## src/rtl/pipe_ctrl_if.sv

```systemverilog
// pipe_ctrl_if: pipeline-control request/response bundle between the pipeline and pipe_ctrl
interface pipe_ctrl_if;
  logic        stallreq_if;
  logic        stallreq_id;
  logic        div_start;
  logic        stallreq_mem;
  logic        flush_req;
  logic [31:0] exc_pc;
  logic [3:0]  hold;
  logic [3:0]  bubble;
  logic        flush;
  logic [31:0] new_pc;
  logic        div_busy;
  logic        div_done;
  logic [31:0] stall_cycles;
  modport master (
    output stallreq_if, stallreq_id, div_start, stallreq_mem, flush_req, exc_pc,
    input  hold, bubble, flush, new_pc, div_busy, div_done, stall_cycles
  );
  modport slave (
    input  stallreq_if, stallreq_id, div_start, stallreq_mem, flush_req, exc_pc,
    output hold, bubble, flush, new_pc, div_busy, div_done, stall_cycles
  );
endinterface

```

## src/rtl/pipe_ctrl.sv

```systemverilog
// pipe_ctrl: hold/bubble/flush control with multi-cycle divide stall; PIPE_STALL_CNT_EN enables the stall counter
module pipe_ctrl #(
  parameter int DIV_CYCLES = 32
) (
  input logic        clk,
  input logic        rst,
  pipe_ctrl_if.slave bus
);
  localparam logic [0:0] IDLE = 1'b0;
  localparam logic [0:0] BUSY = 1'b1;
  localparam logic [5:0] CNT_INIT = 6'(DIV_CYCLES - 1);
  logic [0:0] state;
  logic [5:0] cnt;
  logic       div_stall;
  logic       any_stall;
  logic [1:0] lvl;
  logic       quiet;
  // priority-encode the stall sources and build the hold/bubble patterns
  always_comb begin
    div_stall = !bus.flush_req && (state == IDLE ? bus.div_start : cnt != 6'd0);
    lvl = bus.stallreq_mem ? 2'd3 : div_stall ? 2'd2 : bus.stallreq_id ? 2'd1 : 2'd0;
    any_stall = bus.stallreq_mem | div_stall | bus.stallreq_id | bus.stallreq_if;
    quiet = !rst || bus.flush_req;
    bus.hold = quiet ? 4'd0 : any_stall ? 4'((5'd2 << lvl) - 5'd1) : 4'd0;
    bus.bubble = quiet ? 4'hF : any_stall ? 4'd1 << lvl : 4'd0;
    bus.flush = rst && bus.flush_req;
    bus.new_pc = (rst && bus.flush_req) ? bus.exc_pc : 32'd0;
    bus.div_busy = rst && state == BUSY;
    bus.div_done = rst && state == BUSY && cnt == 6'd0 && !bus.flush_req;
  end
  // divider occupancy FSM; flush or reset abandons an in-flight divide
  always_ff @(posedge clk) begin
    if (!rst || bus.flush_req) begin
      state <= IDLE;
      cnt <= 6'd0;
    end else if (state == IDLE) begin
      if (bus.div_start) begin
        state <= BUSY;
        cnt <= CNT_INIT;
      end
    end else if (cnt != 6'd0) begin
      cnt <= cnt - 6'd1;
    end else begin
      state <= IDLE;
    end
  end
`ifdef PIPE_STALL_CNT_EN
  logic [31:0] stall_cnt;
  // count cycles in which the PC is held
  always_ff @(posedge clk) begin
    if (!rst) stall_cnt <= 32'd0;
    else if (bus.hold[0]) stall_cnt <= stall_cnt + 32'd1;
  end
  assign bus.stall_cycles = stall_cnt;
`else
  assign bus.stall_cycles = 32'd0;
`endif
endmodule

```

## src/flat_wrapper.sv

```systemverilog
// flat-port wrapper written by rule: the top's interface ports become plain ports
module pipe_ctrl_flat 
#(
  parameter int DIV_CYCLES = 32
)
  (clk, rst, bus_stallreq_if, bus_stallreq_id, bus_div_start, bus_stallreq_mem, bus_flush_req, bus_exc_pc, bus_hold, bus_bubble, bus_flush, bus_new_pc, bus_div_busy, bus_div_done, bus_stall_cycles);
  pipe_ctrl_if bus_i ();
  input logic clk;
  input logic rst;
  input wire logic [$bits(bus_i.stallreq_if)-1:0] bus_stallreq_if;
  input wire logic [$bits(bus_i.stallreq_id)-1:0] bus_stallreq_id;
  input wire logic [$bits(bus_i.div_start)-1:0] bus_div_start;
  input wire logic [$bits(bus_i.stallreq_mem)-1:0] bus_stallreq_mem;
  input wire logic [$bits(bus_i.flush_req)-1:0] bus_flush_req;
  input wire logic [$bits(bus_i.exc_pc)-1:0] bus_exc_pc;
  output wire logic [$bits(bus_i.hold)-1:0] bus_hold;
  output wire logic [$bits(bus_i.bubble)-1:0] bus_bubble;
  output wire logic [$bits(bus_i.flush)-1:0] bus_flush;
  output wire logic [$bits(bus_i.new_pc)-1:0] bus_new_pc;
  output wire logic [$bits(bus_i.div_busy)-1:0] bus_div_busy;
  output wire logic [$bits(bus_i.div_done)-1:0] bus_div_done;
  output wire logic [$bits(bus_i.stall_cycles)-1:0] bus_stall_cycles;
  assign bus_i.stallreq_if = bus_stallreq_if;
  assign bus_i.stallreq_id = bus_stallreq_id;
  assign bus_i.div_start = bus_div_start;
  assign bus_i.stallreq_mem = bus_stallreq_mem;
  assign bus_i.flush_req = bus_flush_req;
  assign bus_i.exc_pc = bus_exc_pc;
  assign bus_hold = bus_i.hold;
  assign bus_bubble = bus_i.bubble;
  assign bus_flush = bus_i.flush;
  assign bus_new_pc = bus_i.new_pc;
  assign bus_div_busy = bus_i.div_busy;
  assign bus_div_done = bus_i.div_done;
  assign bus_stall_cycles = bus_i.stall_cycles;
  pipe_ctrl #(.DIV_CYCLES(DIV_CYCLES)) u_core (.clk(clk), .rst(rst), .bus(bus_i));
endmodule
```

## config.mk

```make
export PLATFORM = sky130hd
export DESIGN_NAME = pipe_ctrl_flat
export DESIGN_NICKNAME = d
export VERILOG_FILES = /design/src/rtl/pipe_ctrl_if.sv /design/src/rtl/pipe_ctrl.sv /design/src/flat_wrapper.sv
export SDC_FILE = /design/constraint.sdc
export NUM_CORES = 1
export LEC_CHECK = 0
export ABC_AREA = 0
export CORE_MARGIN = 2
export CORE_UTILIZATION = 28
export DETAILED_ROUTE_END_ITERATION = 16
export GPL_ROUTABILITY_DRIVEN = 0
export HOLD_SLACK_MARGIN = 0.15
export PLACE_DENSITY_LB_ADDON = 0.2
export SYNTH_ARGS = -nofsm -noshare
export SYNTH_HDL_FRONTEND = slang
export SYNTH_SLANG_ARGS = --single-unit
```

## constraint.sdc

```tcl
create_clock -name clk -period 3.9 [get_ports clk]
set_input_delay 0.585 -clock clk [delete_from_list [all_inputs] [get_ports clk]]
set_output_delay 0.585 -clock clk [all_outputs]
set_load 0.02 [all_outputs]
```

==> results.yml <==
run_status:
  status: "complete, no violations"
global_routing:
  antenna_found_initial: 0
  grt_pass1_vias: 1030
  grt_usage_pct: 15.7
  grt_pass1_wl_um: 4530
  grt_max_degree: 25
  gr-total-overflow: 0
logic_synthesis:
  synthFlopType: "dfxtp_1"
  synth.area.top_cells: "buf_4 (26%), and3_1 (22%), dfxtp_1 (15%)"
  postSynthAreaPerCell_um2: 7.20
  ys_seq_area_share_pct: 15.1
  synth_area_um2: 928
  synth-async-reset-ratio_pct: 0
  yosysTopAreaCell: "buf_4"
  ys_ff_latch: 7
  synth_top_area_share_pct: 25.9
  synth_edf_count: 0
  synth_cell_type_count: 30
  synthCells: 129
  ys_warn_count: 0
pwr:
  finalPower_mw: 0.325
  leakage_nw: 0.778
  p_per_area_nw_per_um2: 192
  ir_worst_vdd_v: 0.0000659
floorplanning:
  core_um2: 3100
  chipWidth_um: 61.6
  start_util_pct: 29.9
  die_area_um2: 3790
  pin_count: 114
  die_h_um: 61.6
  rows: 20
worst_setup_path:
  crit_path_max_incr_delay_ps: 700
  cp_max_fo: 14
  crit_arrival_ps: 2410
  critPathRequiredTime_ps: 3310
  crit_buf_inv: 3
  slowest_stage: "clkdlybuf4s50_1"
  cp-start-kind: "input pin"
  worstPathCellList: "clkdlybuf4s50_1, nor2b_1, buf_4, o21a_1, clkdlybuf4s50_1"
  end_kind: "primary output"
  critPathKind: "in -> out"
  crit_family: "buffers and inverters"
  crit_top_cell: "clkdlybuf4s50_1"
drt:
  drtIter0Drc: 48
  vias: 1098
  ant_nets: 0
  firstDrtPassIters: 4
  drt-vias-per-instance: 4.36
  wl_per_cell_um: 12.3
  drc_errors: 0
  totalWireLength_um: 3090
finish:
  layout_commonest_cell: "clkdlybuf4s50_1"
  nets: 250
  regArea_um2: 140
  area_delta_synth_final_pct: 81.8
  fillers: 310
  antennaDiodeCount: 0
  drive_above_1_share_pct: 4.81
  final_util_pct: 54.4
  final_cell_mix: "clkdlybuf4s50_1 (81), and3_1 (33), conb_1 (32), dfxtp_1 (7)"
  multi_input_area_um2: 626
clock_tree:
  htreeDepth: 1
  clk_root_buffer_cell: "clkbuf_4"
  hold_buffers: 0
  cts_tree: "built"
  cts_resized: 0
  clkTransAtPathRegs_ps: 60
  post_cts_buffers: 0
  ctsLongestPathBuffers: 2
  clk_latency_ps: 250
  cts_sinks: 7
  cts_made_buffers: 3
sta:
  timing.slew.headroom_pct: 65.3
  period_needed_ps: 3000
  finalHoldViolCount: 0
  slew_viol_final: 0
  setup_viol: 0
  maxClockFrequency_mhz: 334
  tightest_slew_ps: 517
  worst_clock_skew_ps: 1.64
  setup_tns_ps: 0
  fin_crit_sh_pct: 76.8
  grt_setup_unrepaired: "no"
place:
  place_hpwl_um: 2570
  port_buffers: 81
job:
  maxCapViolations: 0
hold_path:
  hold_path_class: "reg -> reg"
[path summary, 6_finish.rpt]
check / slack, ps / end / startpoint / cells past startpoint
min: 510 / u_core.cnt[3]$_SDFFE_PP0P_ / u_core.cnt[3]$_SDFFE_PP0P_ / 1
max: 900 / bus_hold[2] / rst / 5
min reg2reg: 510 / u_core.cnt[3]$_SDFFE_PP0P_ / u_core.cnt[3]$_SDFFE_PP0P_ / 1
max reg2reg: 2280 / u_core.cnt[1]$_SDFFE_PP0P_ / u_core.cnt[0]$_SDFFE_PP0P_ / 5
[Yosys cell counts, drive strengths merged, types with 2 or more instances]
library cell,count
nor2b,3
ha,2
o221a,2
dfxtp,7
and2,4
buf,33
and3,33
o21ai,4
nor3,2
clkbuf,7
a21oi,4
nand2,4
nor2,3
nand2b,4
a31oi,2
inv,2
[registers in the layout, summed over array words and instances, names as in the netlist]
register	flops
u_core.cnt	6
u_core.state	1
[routing by layer]
layer  vias up  GRT usage, %  routed length, um
met5         -             0                  0
li1        545             -                  -
met1       481          17.1               1090
met3         2          9.24                439
met2        70          26.3               1550
met4         0          3.34                 11
[stage by stage]
step / setup WS (ps) / cell area (um2) / hold WS (ps) / instances
finish: 905 / 1690 / 511 / 252
global route: 803 / 1690 / 526 / 252
CTS: 906 / 1690 / 507 / 252
detailed placement: 914 / 1660 / 499 / 248
global placement: 951 / 1660 / 480 / 248
floorplan: 1820 / 1040 / 458 / 160
[cell type report]
| cell class | instances | area share [%] |
|---|---|---|
| inverter | 2 | 0.445 |
| clock buffer | 4 | 1.56 |
| timing repair buffer | 84 | 49.4 |
| sequential | 7 | 8.30 |
| multi-input combinational | 111 | 37.1 |
| tap | 44 | 3.26 |
[where the power goes]
part           internal (mW)  leakage (nW)  switching [mW]  total, mW
clock                 0.0392        0.0150          0.0297     0.0690
sequential            0.0752        0.0574         0.00437     0.0796
combinational         0.0831         0.706          0.0931      0.176
total                  0.198         0.778           0.127      0.325
[logic make-up after synthesis]
logic type               count (synthesis)  synth area share [%]
adder cells (fa/ha/maj)                  2                  2.69
AO/OA/AOI/OAI                           17                  12.7
multiplexers                             1                  1.08
AND/OR/NAND/NOR                         59                  38.0
flip-flops                               7                  15.1
other                                    1                 0.404
buffers and inverters                   42                  30.1
Power figures use the tool's default switching activity.
